[src/rtl/fetch_unit.sv]
// Instruction fetch unit: single-outstanding request engine feeding a 2-entry in-order buffer for decode.
// Latency: the word acked at edge N is presented to decode (instr_valid=1) in cycle N+1.
// Backpressure: with two entries buffered, requests stop (HOLD) until decode pops one.
//
// Ports:
//   clk, rst_n              clock, asynchronous active-low reset
//   imem_req/addr/ack/rdata instruction memory handshake (request held until ack)
//   redirect, redirect_pc   branch/jump resolution pulse and new target
//   instr_valid/ready       decode handshake; instr/instr_pc are the buffer head
module fetch_unit #(
  parameter logic [31:0] RESET_PC = 32'h0000_0000
) (
  input  logic        clk,
  input  logic        rst_n,
  output logic        imem_req,
  output logic [31:0] imem_addr,
  input  logic        imem_ack,
  input  logic [31:0] imem_rdata,
  input  logic        redirect,
  input  logic [31:0] redirect_pc,
  output logic        instr_valid,
  input  logic        instr_ready,
  output logic [31:0] instr,
  output logic [31:0] instr_pc
);

  typedef enum logic [1:0] {
    IDLE  = 2'd0,
    FETCH = 2'd1,
    HOLD  = 2'd2,
    DROP  = 2'd3
  } state_t;

  state_t      state, state_nxt;
  logic [31:0] fetch_pc, pc_nxt;     // address of the current / next request
  logic [31:0] target_pc, tgt_nxt;   // redirect target parked while a stale request drains
  logic [31:0] buf_instr [2];
  logic [31:0] buf_pc    [2];
  logic        head;
  logic [1:0]  count, cnt_nxt;
  logic        push, pop, flush;
  logic        tail;
  logic [31:0] redir_al;
  logic        unused_redir_lsb;

  assign redir_al         = {redirect_pc[31:2], 2'b00};
  assign unused_redir_lsb = ^redirect_pc[1:0];

  assign instr_valid = (count != 2'd0);
  assign instr       = buf_instr[head];
  assign instr_pc    = buf_pc[head];
  assign imem_addr   = fetch_pc;
  assign pop         = instr_valid & instr_ready;

  // Write slot: the head when empty, otherwise the other slot (count never exceeds 1 on a push).
  assign tail = (count == 2'd0) ? head : ~head;

  // Post-edge occupancy; a flush wins over any same-cycle push/pop.
  always_comb begin
    cnt_nxt = count + {1'b0, push} - {1'b0, pop};
    if (flush) begin
      cnt_nxt = 2'd0;
    end
  end

  always_ff @(posedge clk or negedge rst_n) begin
    if (!rst_n) begin
      state <= IDLE;
    end else begin
      state <= state_nxt;
    end
  end

  always_comb begin
    state_nxt = state;
    pc_nxt    = fetch_pc;
    tgt_nxt   = target_pc;
    push      = 1'b0;
    flush     = 1'b0;
    imem_req  = 1'b0;
    case (state)
      IDLE: begin
        state_nxt = FETCH;
        if (redirect) begin
          flush  = 1'b1;
          pc_nxt = redir_al;
        end
      end
      FETCH: begin
        imem_req = 1'b1;
        if (redirect) begin
          flush = 1'b1;
          if (imem_ack) begin
            // Returned word belongs to the wrong path: drop it, restart at target.
            pc_nxt = redir_al;
          end else begin
            // Request still in flight: keep its address, park the target.
            tgt_nxt   = redir_al;
            state_nxt = DROP;
          end
        end else if (imem_ack) begin
          push   = 1'b1;
          pc_nxt = fetch_pc + 32'd4;
          if (cnt_nxt == 2'd2) begin
            state_nxt = HOLD;
          end
        end
      end
      HOLD: begin
        if (redirect) begin
          flush     = 1'b1;
          pc_nxt    = redir_al;
          state_nxt = FETCH;
        end else if (pop) begin
          state_nxt = FETCH;
        end
      end
      DROP: begin
        imem_req = 1'b1;
        if (redirect) begin
          flush   = 1'b1;
          tgt_nxt = redir_al;
        end
        if (imem_ack) begin
          // The newest redirect wins if one lands on the drain cycle.
          pc_nxt    = redirect ? redir_al : target_pc;
          state_nxt = FETCH;
        end
      end
      default: begin
        state_nxt = IDLE;
      end
    endcase
  end

  always_ff @(posedge clk or negedge rst_n) begin
    if (!rst_n) begin
      fetch_pc  <= RESET_PC;
      target_pc <= RESET_PC;
      count     <= 2'd0;
      head      <= 1'b0;
      for (int i = 0; i < 2; i++) begin
        buf_instr[i] <= 32'd0;
        buf_pc[i]    <= 32'd0;
      end
    end else begin
      fetch_pc  <= pc_nxt;
      target_pc <= tgt_nxt;
      count     <= cnt_nxt;
      if (flush) begin
        head <= 1'b0;
      end else if (pop) begin
        head <= ~head;
      end
      if (push) begin
        buf_instr[tail] <= imem_rdata;
        buf_pc[tail]    <= fetch_pc;
      end
    end
  end

endmodule
[config.mk]
export PLATFORM = sky130hd
export DESIGN_NAME = fetch_unit
export DESIGN_NICKNAME = d
export VERILOG_FILES = /design/src/rtl/fetch_unit.sv
export SDC_FILE = /design/constraint.sdc
export NUM_CORES = 1
export LEC_CHECK = 0
export ABC_AREA = 1
export CAP_MARGIN = 5
export CELL_PAD_IN_SITES_DETAIL_PLACEMENT = 0
export CELL_PAD_IN_SITES_GLOBAL_PLACEMENT = 1
export CORE_MARGIN = 4
export CORE_UTILIZATION = 39
export DETAILED_ROUTE_END_ITERATION = 10
export HOLD_SLACK_MARGIN = 0.05
export PLACE_DENSITY_LB_ADDON = 0.1
export SLEW_MARGIN = 15
export SYNTH_ARGS = -nofsm -noshare
export SYNTH_HDL_FRONTEND = slang
export SYNTH_SLANG_ARGS = --single-unit
[constraint.sdc]
create_clock -name clk -period 2.72 [get_ports clk]
set_clock_uncertainty 0.1 [all_clocks]
set_input_delay 0.68 -clock clk [delete_from_list [all_inputs] [get_ports clk]]
set_output_delay 0.68 -clock clk [all_outputs]
set_load 0.005 [all_outputs]
==> results.py <==
metrics = {
    "worst_setup_path": {
        "crit_chain": "clkinv_4 -> buf_12 -> nand2_1 -> nand2_1 -> clkdlybuf4s50_1",
        "cp.arrival_ns": 1.89,
        "crit_path_end_kind": "output port",
        "path_buf_inv": 3,
        "crit_required_ns": 1.94,
        "cp_common_cell": "nand2_1",
        "timing.critical_path.slowest_stage_cell": "clkdlybuf4s50_1",
        "cp-start-kind": "register",
        "worstSetupPathType": "register to output port",
        "path_delay_family": "buffers and inverters",
        "worst-path-max-fanout": 12,
        "cpPeakStageDelay_ns": 0.56,
    },
    "timing": {
        "fin_ws_ns": 0.0472,
        "final_max_slew_viol_count": 0,
        "fmax_ghz": 0.374,
        "finalSetupViolCount": 0,
        "maxSlewHeadroom_pct": 50.9,
        "fin_crit_ns": 2.67,
        "timing.final.crit_share_pct": 98.3,
        "rsz0062_at_grt": "true",
        "worstMarginPinSlew_ns": 0.736,
        "holdWs_ns": 0.112,
        "hold_viol_final": 0,
    },
    "route": {
        "dr_total_vias": 8908,
        "drtIter0Drc": 675,
        "avgViaCountPerCell": 4.89,
        "wl_um": 28800,
        "wl_per_cell_um": 15.8,
        "drt_drc_violations_left": 0,
        "dr.pass1.iters": 5,
        "drtAntennaViolNets": 0,
    },
    "cells_and_area": {
        "register_area_sq_um": 4930,
        "layout_common_cells": "nand2_1 (555), dfrtp_1 (196), clkdlybuf4s50_1 (125)",
        "area_delta_synth_final_pct": 28.4,
        "multiInputGateArea_sq_um": 4400,
        "nFillCells": 2498,
        "antennaDiodeCount": 0,
        "layout_commonest_cell": "nand2_1",
        "final_layout_size_suffix_gt1_share_pct": 10.0,
        "nets": 1550,
    },
    "logic_synthesis": {
        "synthCells": 1327,
        "yosysWarnings": 0,
        "synthArstFlopShare_pct": 100,
        "ys_seq_elements": 197,
        "synth-seq-area-share_pct": 48.9,
        "synth_edf_count": 0,
        "syn_nets": 1399,
        "ys.flop_type": "dfrtp_1",
        "ys_types": 33,
        "syn_area_per_cell_sq_um": 7.60,
        "syn_area_sq_um": 10100,
    },
    "placed_design": {
        "place.gp.congestion": 0.869,
        "io_buffers": 164,
        "post-place-ws_ns": -0.135,
        "dpl.hpwl_um": 20200,
    },
    "hold_path": {
        "hold_class": "primary input to async pin",
    },
    "grt": {
        "grt_pass1_wl_um": 46100,
        "grt_max_degree": 57,
        "grt.overflow.total": 0,
        "grtUsageTotal_pct": 20.2,
        "antenna_found_initial": 0,
        "grt_pass1_vias": 8454,
    },
    "clock_network": {
        "htreeDepth": 4,
        "clk_pin_slew_worst_paths_ns": 0.07,
        "cts-root-buf": "clkbuf_16",
        "cts_sinks": 197,
        "cts_hold_buf": 0,
        "cts_tree": "done",
        "clockBufferDepth": 2,
        "cts_buffers": 17,
        "clk_latency_ns": 0.43,
    },
    "floorplan": {
        "fp.coreArea_sq_um": 25300,
        "die_h_um": 169,
        "rows": 58,
        "die_x_um": 169,
        "die-area_sq_um": 28500,
        "io_pins": 167,
        "start_util_pct": 39.8,
    },
    "pwr": {
        "power_leakage_nw": 6.76,
        "p_per_area_nw_per_um2": 1120,
        "ir_drop_mv": 0.412,
    },
    "run_status": {
        "status": "complete, no violations",
    },
    "flow_run": {
        "maxCapViolations": 0,
    },
}
==> sequential cells by signal, indices dropped and copies added, names as in the netlist <==
signal     count
buf_instr     64
buf_pc        64
imem_addr     32
target_pc     32
count          2
state          2
head           1
==> cells by family after synthesis <==
logic type	synth area share (%)
AND/OR/NAND/NOR	25.7
AO/OA/AOI/OAI	16.6
flip-flops	48.9
buffers and inverters	7.74
XOR/XNOR	0.695
adder cells (fa/ha/maj)	0.372
==> final timing paths <==
check / startpoint / endpoint / slack [ns] / cells after the start
setup / recovery: head / instr_pc[12] / 0.05 / 5
setup reg to reg: state[1] / state[1] / 0.33 / 16
hold / removal: rst_n / buf_instr[39] / 0.11 / 1
max in group asynchronous: rst_n / imem_addr[28] / 1.73 / 2
min in group clk: target_pc[5] / target_pc[5] / 0.38 / 2
hold reg to reg: target_pc[5] / target_pc[5] / 0.38 / 2
==> cell type report <==
type	instances	share of cell area (%)
Timing Repair Buffer	205	17.0
Clock inverter	13	1.26
Tap cell	330	3.19
Clock buffer	18	3.39
Sequential cell	197	38.1
Multi-Input combinational cell	951	34.0
Inverter	106	3.11
==> through the flow <==
step                util, %  total power [mW]  cell area (sq um)  std cells  setup TNS [ns]
finish                 51.1              14.5              12900       1820               0
global placement       48.1              11.9              12200       1787          -0.106
floorplan                 -              8.80              10100       1327               0
detailed placement     48.1              12.0              12200       1787          -0.197
CTS                    50.6              14.7              12800       1819        -0.00899
global route           51.1              15.7              12900       1820         -0.0640
==> layer usage <==
metal	routed length [um]	global-route usage, %	vias up
li1	-	-	4535
met1	14200	30.1	4129
met2	13100	31.4	232
met3	1340	3.04	12
met4	216	3.88	0
met5	0	0	-
==> report_power, final <==
| group | switching, mW | internal [mW] | leakage [nW] |
|---|---|---|---|
| combinational | 3.62 | 3.01 | 4.03 |
| clock | 1.20 | 1.41 | 0.290 |
| sequential | 0.986 | 4.28 | 2.44 |
==> synth_stat cells (all sizes together), types with 4 or more instances <==
master | n | area share, %
o21ai | 183 | 11
xor2 | 7 | 0.61
nand3 | 34 | 1.7
nand2 | 557 | 21
a21oi | 50 | 2.5
clkbuf | 40 | 1.5
inv | 105 | 3.9
nor2 | 73 | 2.8
a221oi | 12 | 1.0
o211ai | 4 | 0.30
o221ai | 4 | 0.35
dfrtp | 197 | 49
buf | 33 | 2.3
a22oi | 10 | 0.74
==> repair_timing <==
item / 4_1_cts / 5_1_grt
cloned: 0 / 1
setup endpoints to repair: 64 / 49
hold endpoints to repair: 0 / 0
gates resized for setup: 9 / 43
setup buffers: 1 / 0
==> worst reg2reg max path: cells and delay by family (launching register included) <==
family | cells | cell delay, ns
flip-flops | 1 | 0.44
adder cells (fa/ha/maj) | 2 | 0.45
XOR/XNOR | 1 | 0.16
buffers and inverters | 4 | 0.22
AND/OR/NAND/NOR | 9 | 0.92
Note: power is estimated with default switching activity, not from simulation.
